### config.mk
export PLATFORM = sky130hd
export DESIGN_NAME = bus_initiator
export DESIGN_NICKNAME = d
export VERILOG_FILES = /design/src/rtl/bus_pkg.sv /design/src/rtl/bus_watchdog.sv /design/src/rtl/bus_initiator.sv
export SDC_FILE = /design/constraint.sdc
export NUM_CORES = 1
export LEC_CHECK = 0
export CORE_ASPECT_RATIO = 0.75
export CORE_MARGIN = 4
export CORE_UTILIZATION = 40
export CTS_CLUSTER_SIZE = 14
export DETAILED_ROUTE_END_ITERATION = 10
export PLACE_DENSITY = 0.79
export SLEW_MARGIN = 30
export SYNTH_ARGS = -nofsm -noshare
export SYNTH_HDL_FRONTEND = slang
export SYNTH_SLANG_ARGS = --single-unit
export TNS_END_PERCENT = 5
### constraint.sdc
create_clock -name clk -period 3.4 [get_ports clk]
set_clock_uncertainty 0.1 [all_clocks]
set_input_delay 0.34 -clock clk [delete_from_list [all_inputs] [get_ports clk]]
set_output_delay 0.34 -clock clk [all_outputs]
set_load 0.1 [all_outputs]
### src/rtl/bus_pkg.sv
// Shared types and constants for the peripheral-bus initiator.
package bus_pkg;

  typedef enum logic [1:0] {
    ST_IDLE   = 2'd0,
    ST_ACCESS = 2'd1,
    ST_GAP    = 2'd2
  } bus_state_e;

  localparam logic [3:0] BUS_WR_READ = 4'b0000;

  localparam int BUS_TIMEOUT_DEF = 16;
  localparam int BUS_RETRIES_DEF = 2;

  function automatic logic is_read(input logic [3:0] wr);
    return (wr == BUS_WR_READ);
  endfunction

endpackage

### src/rtl/bus_watchdog.sv
// Access watchdog: counts enable-high cycles, cleared at the start of each attempt,
// and flags the terminal count when TIMEOUT cycles have been spent waiting.
module bus_watchdog #(
  parameter int TIMEOUT = 16
) (
  input  logic clk,
  input  logic rst,
  input  logic clr_i,
  input  logic en_i,
  output logic tc_o
);

  localparam int CW = (TIMEOUT > 2) ? $clog2(TIMEOUT) : 1;

  logic [CW-1:0] cnt_q, cnt_d;

  assign tc_o = (cnt_q == CW'(TIMEOUT - 1));

  // saturate at terminal count so a stalled FSM never wraps back to zero
  always_comb begin
    cnt_d = cnt_q;
    if (clr_i) begin
      cnt_d = '0;
    end else if (en_i && !tc_o) begin
      cnt_d = cnt_q + 1'b1;
    end
  end

  always_ff @(posedge clk or posedge rst) begin
    if (rst) begin
      cnt_q <= '0;
    end else begin
      cnt_q <= cnt_d;
    end
  end

endmodule

### src/rtl/bus_initiator.sv
// Single-request master for the enable/ready peripheral bus with timeout reporting.
// Optional retry-after-timeout is built when BUS_INITIATOR_RETRY_EN is defined.
//
// state  | meaning
// IDLE   | waiting for a client request, req_ready high
// ACCESS | bus_enable high, waiting for bus_ready or the watchdog
// GAP    | one enable-low cycle between timed-out attempts (retry build only)
module bus_initiator
  import bus_pkg::*;
#(
  parameter int ADDR_WIDTH = 5,
  parameter int TIMEOUT    = BUS_TIMEOUT_DEF,
  parameter int RETRIES    = BUS_RETRIES_DEF
) (
  input  logic                  clk,
  input  logic                  rst,
  input  logic                  req_valid,
  output logic                  req_ready,
  input  logic [ADDR_WIDTH-1:0] req_addr,
  input  logic [31:0]           req_wdata,
  input  logic [3:0]            req_wr,
  output logic                  rsp_valid,
  output logic [31:0]           rsp_rdata,
  output logic                  rsp_error,
  output logic [ADDR_WIDTH-1:0] bus_address,
  output logic [31:0]           bus_data_o,
  output logic [3:0]            bus_wr,
  output logic                  bus_enable,
  input  logic [31:0]           bus_data_i,
  input  logic                  bus_ready
);

  if (TIMEOUT < 2 || RETRIES < 0) begin : g_bad_param
    $error("bus_initiator: TIMEOUT must be >= 2 and RETRIES >= 0");
  end

  bus_state_e            state_q, state_d;
  logic [ADDR_WIDTH-1:0] addr_q, addr_d;
  logic [31:0]           wdata_q, wdata_d;
  logic [3:0]            wr_q, wr_d;
  logic                  en_q, en_d;
  logic                  rsp_valid_q, rsp_valid_d;
  logic [31:0]           rsp_rdata_q, rsp_rdata_d;
  logic                  rsp_error_q, rsp_error_d;
  logic                  wd_clr, wd_en, wd_tc;

`ifdef BUS_INITIATOR_RETRY_EN
  localparam int RW = (RETRIES < 1) ? 1 : $clog2(RETRIES + 1);
  logic [RW-1:0] retry_q, retry_d;
`endif

  bus_watchdog #(
    .TIMEOUT(TIMEOUT)
  ) u_watchdog (
    .clk  (clk),
    .rst  (rst),
    .clr_i(wd_clr),
    .en_i (wd_en),
    .tc_o (wd_tc)
  );

  always_comb begin
    state_d     = state_q;
    addr_d      = addr_q;
    wdata_d     = wdata_q;
    wr_d        = wr_q;
    en_d        = en_q;
    rsp_valid_d = 1'b0;
    rsp_rdata_d = rsp_rdata_q;
    rsp_error_d = rsp_error_q;
    wd_clr      = 1'b0;
    wd_en       = 1'b0;
    req_ready   = 1'b0;
`ifdef BUS_INITIATOR_RETRY_EN
    retry_d     = retry_q;
`endif

    case (state_q)
      ST_IDLE: begin
        req_ready = 1'b1;
        if (req_valid) begin
          addr_d  = req_addr;
          wdata_d = req_wdata;
          wr_d    = req_wr;
          en_d    = 1'b1;
          wd_clr  = 1'b1;
`ifdef BUS_INITIATOR_RETRY_EN
          retry_d = '0;
`endif
          state_d = ST_ACCESS;
        end
      end

      ST_ACCESS: begin
        if (bus_ready) begin
          rsp_rdata_d = is_read(wr_q) ? bus_data_i : 32'h0;
          rsp_error_d = 1'b0;
          rsp_valid_d = 1'b1;
          en_d        = 1'b0;
          wr_d        = BUS_WR_READ;
          state_d     = ST_IDLE;
        end else if (wd_tc) begin
          en_d = 1'b0;
`ifdef BUS_INITIATOR_RETRY_EN
          if (retry_q == RW'(RETRIES)) begin
            rsp_rdata_d = 32'h0;
            rsp_error_d = 1'b1;
            rsp_valid_d = 1'b1;
            wr_d        = BUS_WR_READ;
            state_d     = ST_IDLE;
          end else begin
            state_d = ST_GAP;
          end
`else
          rsp_rdata_d = 32'h0;
          rsp_error_d = 1'b1;
          rsp_valid_d = 1'b1;
          wr_d        = BUS_WR_READ;
          state_d     = ST_IDLE;
`endif
        end else begin
          wd_en = 1'b1;
        end
      end

`ifdef BUS_INITIATOR_RETRY_EN
      // address, data and byte select are still held from the first attempt
      ST_GAP: begin
        en_d    = 1'b1;
        wd_clr  = 1'b1;
        retry_d = retry_q + 1'b1;
        state_d = ST_ACCESS;
      end
`endif

      default: begin
        en_d    = 1'b0;
        wr_d    = BUS_WR_READ;
        state_d = ST_IDLE;
      end
    endcase
  end

  always_ff @(posedge clk or posedge rst) begin
    if (rst) begin
      state_q     <= ST_IDLE;
      addr_q      <= '0;
      wdata_q     <= '0;
      wr_q        <= BUS_WR_READ;
      en_q        <= 1'b0;
      rsp_valid_q <= 1'b0;
      rsp_rdata_q <= '0;
      rsp_error_q <= 1'b0;
    end else begin
      state_q     <= state_d;
      addr_q      <= addr_d;
      wdata_q     <= wdata_d;
      wr_q        <= wr_d;
      en_q        <= en_d;
      rsp_valid_q <= rsp_valid_d;
      rsp_rdata_q <= rsp_rdata_d;
      rsp_error_q <= rsp_error_d;
    end
  end

`ifdef BUS_INITIATOR_RETRY_EN
  always_ff @(posedge clk or posedge rst) begin
    if (rst) begin
      retry_q <= '0;
    end else begin
      retry_q <= retry_d;
    end
  end
`endif

  assign bus_address = addr_q;
  assign bus_data_o  = wdata_q;
  assign bus_wr      = wr_q;
  assign bus_enable  = en_q;
  assign rsp_valid   = rsp_valid_q;
  assign rsp_rdata   = rsp_rdata_q;
  assign rsp_error   = rsp_error_q;

endmodule
* Yosys cells after proc, flatten, opt, wreduce, memory -nomap -nowiden
Cells that the tools add are included.
** Word-level totals
- Bits in registers :: 82
- Latch bits :: 0
- Bits in writable memories :: 0
- Memory bits (read-only) :: 0
- Input bits :: 77
- Output and inout bits :: 77
- Word-level logic and storage cells :: 51
- Memories kept :: 0
** Operators by class
- Add/sub/neg operators :: 1
- $mul :: 0
- Div/mod/pow operators :: 0
- Magnitude comparators :: 0
- Equality and inequality tests :: 4
- Shift operators :: 0
- Multiplexer cells :: 28
- Bitwise gates (word level) :: 0
- Reductions and logical operators :: 9
** Operator list (number)
- 32-bit two-way mux :: 3
- 4-bit two-way mux :: 5
- 1-bit two-way mux :: 14
- 4-bit case mux with 2 select lines :: 1
- 2-bit two-way mux :: 3
- 2-bit AND reduction :: 3
- 4-bit by 1-bit adder with 4-bit output (second input constant) :: 1
- 4-bit equality test (second input constant) :: 1
- 4-bit logical NOT :: 1
- 2-bit case mux with 2 select lines :: 1
- 2-bit nonzero test :: 2
- 3-bit by 2-bit != test with 1-bit output (second input constant) :: 1
- 2-bit by 1-bit equality test with 1-bit output (second input constant) :: 1
- 2-bit logical NOT :: 1
- 2-bit != test (second input constant) :: 1
- 1-bit case mux with 2 select lines :: 1
- 1-bit logical AND :: 1
- 1-bit logical NOT :: 1

* Logic depth before layout (Yosys ltp)
Gate-level depths: netlist (run 1).
- Depth in word-level cells :: 7
- Gate-level depth with buffers :: 6
- Gate-level depth less buffers :: 4

* Hierarchy
A second synthesis (run 1) with hierarchy kept.
** Unflattened totals
- Cells, all modules :: 239
- Area total of the unflattened synthesis :: 3468.3 um2
** Modules (own cells, without submodules)
- bus_initiator :: instances 1, cells each 218, area an instance 3235.6 um2, seq. area each 1901.8 um2
- bus_watchdog :: instances 1, cells each 21, area an instance 232.7 um2, seq. area each 100.1 um2

* Least setup slack after synthesis (run 1)
No wires, ideal clock.
- Kind :: reg2reg
- From :: register, netlist name bus_enable
- To :: register rsp_rdata_q[20] (netlist: rsp_rdata[20])
- Setup time :: 0.069 ns
- Arrival time :: 2.127 ns
- Data required time :: 3.231 ns
- Slack :: 1.104 ns
- Stages on the path, launching flop included :: 6
- Path buffers :: 2
- Period minus slack after synthesis :: 2.296 ns
- Cell sequence :: dfrtp_1 -> buf_2 -> inv_2 -> nor3_4 -> buf_6 -> a22o_1
** RTL lines
- end signal, assigned :: RTL line bus_initiator.sv:161 : rsp_rdata_q <= rsp_rdata_d;
- end, declared :: RTL line bus_initiator.sv:43 : logic [31:0] rsp_rdata_q, rsp_rdata_d;

* Worst setup path after layout (run 1)
- From :: register wr_q[3] (netlist: bus_wr[3])
- To :: output bus_wr[3]
** RTL lines
- start, declared :: RTL line bus_initiator.sv:40 : logic [3:0] wr_q, wr_d;
- start signal, assigned :: RTL line bus_initiator.sv:158 : wr_q <= wr_d;
- end, declared :: RTL line bus_initiator.sv:27 : output logic [3:0] bus_wr,
No word-level cell between the ends.

==> results of run 1 <==
## power by group
| part | leakage, nW | switching, mW | internal [mW] | total (mW) |
|---|---|---|---|---|
| Sequential | 1.01 | 0.112 | 1.13 | 1.25 |
| Clock | 0.130 | 0.338 | 0.583 | 0.921 |
| Combinational | 0.998 | 1.55 | 0.505 | 2.05 |
## routing by layer
metal / routed length [microns] / global-route usage [%] / up-vias
met4: 60 / 4.93 / 0
met1: 3350 / 22.0 / 1133
met3: 642 / 5.34 / 9
met2: 3760 / 27.9 / 82
li1: - / - / 1057
met5: 0 / 0 / -
## cell usage after synthesis, drive strengths merged (2+ instances only)
master,count,share of area [%]
dfrtp,80,65
a22o,34,10
nor3,2,0.69
mux2,37,14
o21ai,3,0.49
mux2i,2,0.65
a21o,2,0.49
buf,12,2.6
a31oi,2,0.61
inv,4,0.49
nand2,4,0.49
a21oi,5,0.82
## worst reg2reg max path: cells and delay by family (launching register included)
family / cells / cell delay [ps]
compound gates: 2 / 620
fa+ha+maj: 1 / 290
buf+inv: 1 / 350
flops: 1 / 430
simple gates: 1 / 160
## cell families (layout without fill, tap and decap cells)
family,count (synthesis),after routing,synth area share (%)
AOI/OAI and AO/OA,50,50,13.6
xor gates and xnor gates,1,1,0.286
adders and majority gates,1,1,0.408
buffers and inverters,18,180,3.76
DFF,80,80,65.3
muxes,39,39,14.3
and+or+nand+nor,11,11,2.37
## path summary, 6_finish.rpt
path / endpoint / slack (ps)
setup / recovery: bus_wr[3] / 1030
hold / removal: bus_data_o[26] / 360
setup reg to reg: rsp_rdata[26] / 1390
hold reg to reg: bus_data_o[22] / 390
max in group asynchronous: rsp_rdata[28] / 2100
min in group clk: bus_data_o[22] / 390
## stage by stage
step	total power, mW	instance area (sq um)
floorplan	2.79	3060
global placement	3.31	4690
detailed placement	3.33	4690
CTS	4.25	4960
global route	4.36	4960
finish	4.22	4960
## area by class of cell
cell class | count | area [sq um]
sequential | 80 | 2000
inverter | 5 | 33.8
fill | 556 | 2440
timing repair buffer | 159 | 1570
multi-input combinational | 102 | 955
clock buffer | 11 | 141
clock inverter | 5 | 128
tap | 101 | 126
## state kept, by name, summed over array words and instances, names as in the netlist
register	cells
bus_address	5
rsp_valid	1
rsp_rdata	32
bus_data_o	32
u_watchdog.cnt_q	4
rsp_error	1
bus_wr	4
bus_enable	1
==> summary.txt, run 1 <==
status: completed
Slew Viols, Final: 0
EDFF count, synth: 0
Setup Buffers After CTS: 0
post-synthesis sequential area ratio: 65.3%
stages on the worst setup path: 1
Antenna diodes: 0
crit-path cells: clkdlybuf4s50_1
Mapped Cells: 200
initial antenna violation count: 0
CTS Buffer Depth: 2
maxcap violations: 0
WS Path Type: reg2out
fin crit period: 2370 ps
FMAX: 0.422 GHz
Crit. End Element: output port
Avg Cell Area, Syn: 15.3 sq um
DRT iter0 DRCs: 80
share of post-route cells with drive strength above 1: 9.12%
Yosys cell types: 31
dpl cells: 447
Synthesis Warnings: 0
share of flip-flops with an asynchronous set or reset: 100%
CP Max Fanout: 4
most common cell after layout, fill and taps aside: clkdlybuf4s50_1
worst hold slack: 360 ps
Wirelength per Cell: 16.9 microns
P per Cell Area: 851 nW/um^2
CP bufs+invs: 1
pin count of the biggest net entering global routing: 48
flops & latches, synth: 80
Syn Std Cell Area: 3060 sq um
# setup viols final: 0
total wire length: 7810 microns
commonest cells after routing, fill and taps aside: clkdlybuf4s50_1 (151), dfrtp_1 (80), mux2_1 (36)
vias in the first global route: 2346
Worst Setup SP: bus_wr[3]
DIE AREA: 9140 sq um
post-cts resize count: 0
R2R Path Start: u_watchdog.cnt_q[0]
Hold-fix buffers, CTS: 0
GPL Wtd Cong: 0.776
vias: 2281
RSZ-0062 raised after global routing: no
period utilization: 69.6%
io pins: 154
DRC Markers: 0
# rows: 27
Worst-path clk slew: 80 ps
CP required: 2960 ps
WP data arrival: 1930 ps
worst hold path class: in2async
leakage: 2.14 nW
Area Growth Syn to Fin: 61.8%
detailed placer's ending HPWL: 5710 microns
CTS tree: yes
CTS root buf: clkbuf_8
crit-path leading delay family: buffers and inverters
ys flop type: dfrtp_1
core area: 7400 sq um
initial core utilization: 41.4%
total track usage: 17.2%
Die Wd: 109 microns
worst vdd ir: 0.409 mV
gr ovfl total: 0
synthesized net count: 278
# port buffers: 153
final net count: 435
slowest CP cell: clkdlybuf4s50_1
Setup WS post-layout: 1030 ps
vias per cell: 4.93
pre-CTS setup slack: 1010 ps
CTS sink count: 80
Worst slew margin: 32.9%
Worst-Margin Slew: 1000 ps
crit path launch type: register
Clk Latency, worst-skew pair: 340 ps
max incr delay on CP: 1170 ps
Final ANT Viol Nets: 0
Reg2Reg Depth: 5
final hold vios: 0
first-pass GRT wire length: 12200 microns
post-layout util: 67.0%
Pre-antenna DRT Iters: 4
setup_tns: 0 ps
total CTS buffers: 9
H-tree Lvls: 3
Vert. Die Dim: 83.8 microns
final non-filler cell total: 463
(Power assumes the default switching activity.)
==> run 2: changes to the inputs <==
Clock period 3.4 ns to 2.37 ns, I/O delays scaled along.
==> run 2 against run 1 <==
Against the previous run:
- sequential share of layout area grew 1.7 points
- critical path depth up 3
- via count shrank 0.26%
- final cell count increased by 0.22%
- count of clock-buffer cells in the layout unchanged
- global-route usage hardly changed
- worst setup slack worse by 450 ps
- sequential cell count unchanged
- first-iteration DRC count fell by 2.5%
- clock power is 16% higher
- critical endpoint is now rsp_rdata[23]
==> summary.txt, run 2 (same netlist as run 1, synthesis figures left out) <==
status: completed
Die Wd: 109 microns
crit-path cells: or4_4, nor3_4, buf_4, a22o_1
Crit. End Element: register
Setup Buffers After CTS: 0
GPL Wtd Cong: 0.755
CTS Buffer Depth: 2
Final Power: 5.73 mW
Clk Latency, worst-skew pair: 340 ps
WP data arrival: 1970 ps
Final ANT Viol Nets: 0
io pins: 154
initial core utilization: 41.4%
vias in the first global route: 2365
commonest cells after routing, fill and taps aside: buf_4 (81), dfrtp_1 (80), clkdlybuf4s50_1 (76)
Hold-fix buffers, CTS: 0
fin crit period: 1790 ps
worst reg2reg setup slack: 580 ps
# port buffers: 153
initial antenna violation count: 0
Worst-Margin Slew: 491 ps
WS Path Type: reg2reg
total track usage: 17.1%
CTS root buf: clkbuf_8
maxcap violations: 0
slowest CP cell: or4_4
gr ovfl total: 0
Wirelength per Cell: 16.5 microns
detailed placer's ending HPWL: 5650 microns
Area after DPL: 4550 sq um
final net count: 436
Setup WS post-layout: 580 ps
Worst Setup SP: bus_wr[0]
total wire length: 7650 microns
Worst-path clk slew: 80 ps
DRT iter0 DRCs: 78
Filler Cell Count: 594
most common cell after layout, fill and taps aside: buf_4
P per Cell Area: 1200 nW/um^2
crit-path leading delay family: simple AND/OR/NAND/NOR gates
CTS sink count: 80
pre-CTS setup slack: 463 ps
first-pass GRT wire length: 12200 microns
worst hold path class: in2async
setup_tns: 0 ps
worst hold slack: 170 ps
Vert. Die Dim: 83.8 microns
CP required: 2550 ps
DRC Markers: 0
CP Max Fanout: 32
max incr delay on CP: 550 ps
RSZ-0062 raised after global routing: no
vias per cell: 4.90
leakage: 2.23 nW
worst vdd ir: 0.693 mV
Final Cell Area: 4760 sq um
CTS tree: yes
Area Growth Syn to Fin: 55.4%
# setup viols final: 0
Pre-antenna DRT Iters: 4
pin count of the biggest net entering global routing: 42
H-tree Lvls: 3
period utilization: 75.5%
post-cts resize count: 0
# rows: 27
worst r2r dst: rsp_rdata[23]
Antenna diodes: 0
core area: 7400 sq um
Slew Viols, Final: 0
share of post-route cells with drive strength above 1: 29.8%
Reg2Reg Depth: 4
final hold vios: 0
CP bufs+invs: 1
DIE AREA: 9140 sq um
FMAX: 0.559 GHz
crit path launch type: register
Worst slew margin: 67.2%
vias: 2275
total CTS buffers: 9
R2R Path Start: bus_wr[0]
## run 2: cell count changes in the layout (fill, tap and decap cells not counted)
cell | previous run | this run
buf_4 | 8 | 81
buf_12 | 0 | 3
clkbuf_1 | 1 | 2
clkinv_4 | 0 | 1
clkdlybuf4s50_1 | 151 | 76
clkinvlp_4 | 1 | 2
clkbuf_8 | 10 | 9
bufinv_16 | 4 | 2
## run 2: worst max path at each step
stage / end / cells after the start
after floorplan: rsp_rdata[20] / 5
after global placement: bus_data_o[28] / 4
after detailed placement: bus_data_o[21] / 4
after CTS: rsp_rdata[23] / 4
after global routing: rsp_rdata[4] / 4
final: rsp_rdata[23] / 4
## run 2: worst reg2reg max path: cells and delay by family, from the launching register on
family | cells | cell delay, ps
simple gates | 2 | 660
flops | 1 | 410
buf+inv | 1 | 350
compound gates | 1 | 200
## run 2: where the power goes
part / leakage (nW) / internal (mW) / switching, mW / total (mW)
combinational: 1.11 / 0.649 / 2.23 / 2.88
clock: 0.104 / 0.594 / 0.475 / 1.07
sequential: 1.01 / 1.63 / 0.157 / 1.78
## run 2: per-stage QoR
step / util (%) / instances
finish: 64.3 / 464
detailed placement: 61.5 / 448
floorplan: - / 200
global route: 64.3 / 464
CTS: 64.3 / 464
global placement: 61.5 / 448
## run 2: layout make-up
class | instances | area, sq um | share of cell area (%)
multi-input cells | 102 | 955 | 20.1
well taps | 101 | 126 | 2.65
clock buffers | 11 | 131 | 2.76
flip-flops and latches | 80 | 2000 | 42.0
repair buffers | 160 | 1430 | 30.0
clock inverters | 5 | 81.3 | 1.71
inverters | 5 | 36.3 | 0.762
## run 2: layer usage
layer	share of wire [%]	track usage, %	wire, microns	vias to the layer above
met5	0	0	0	-
met4	0.76	3.44	58	0
met3	7.8	5.88	595	10
met2	49	27.7	3740	79
met1	42	22.4	3250	1139
li1	-	-	-	1047
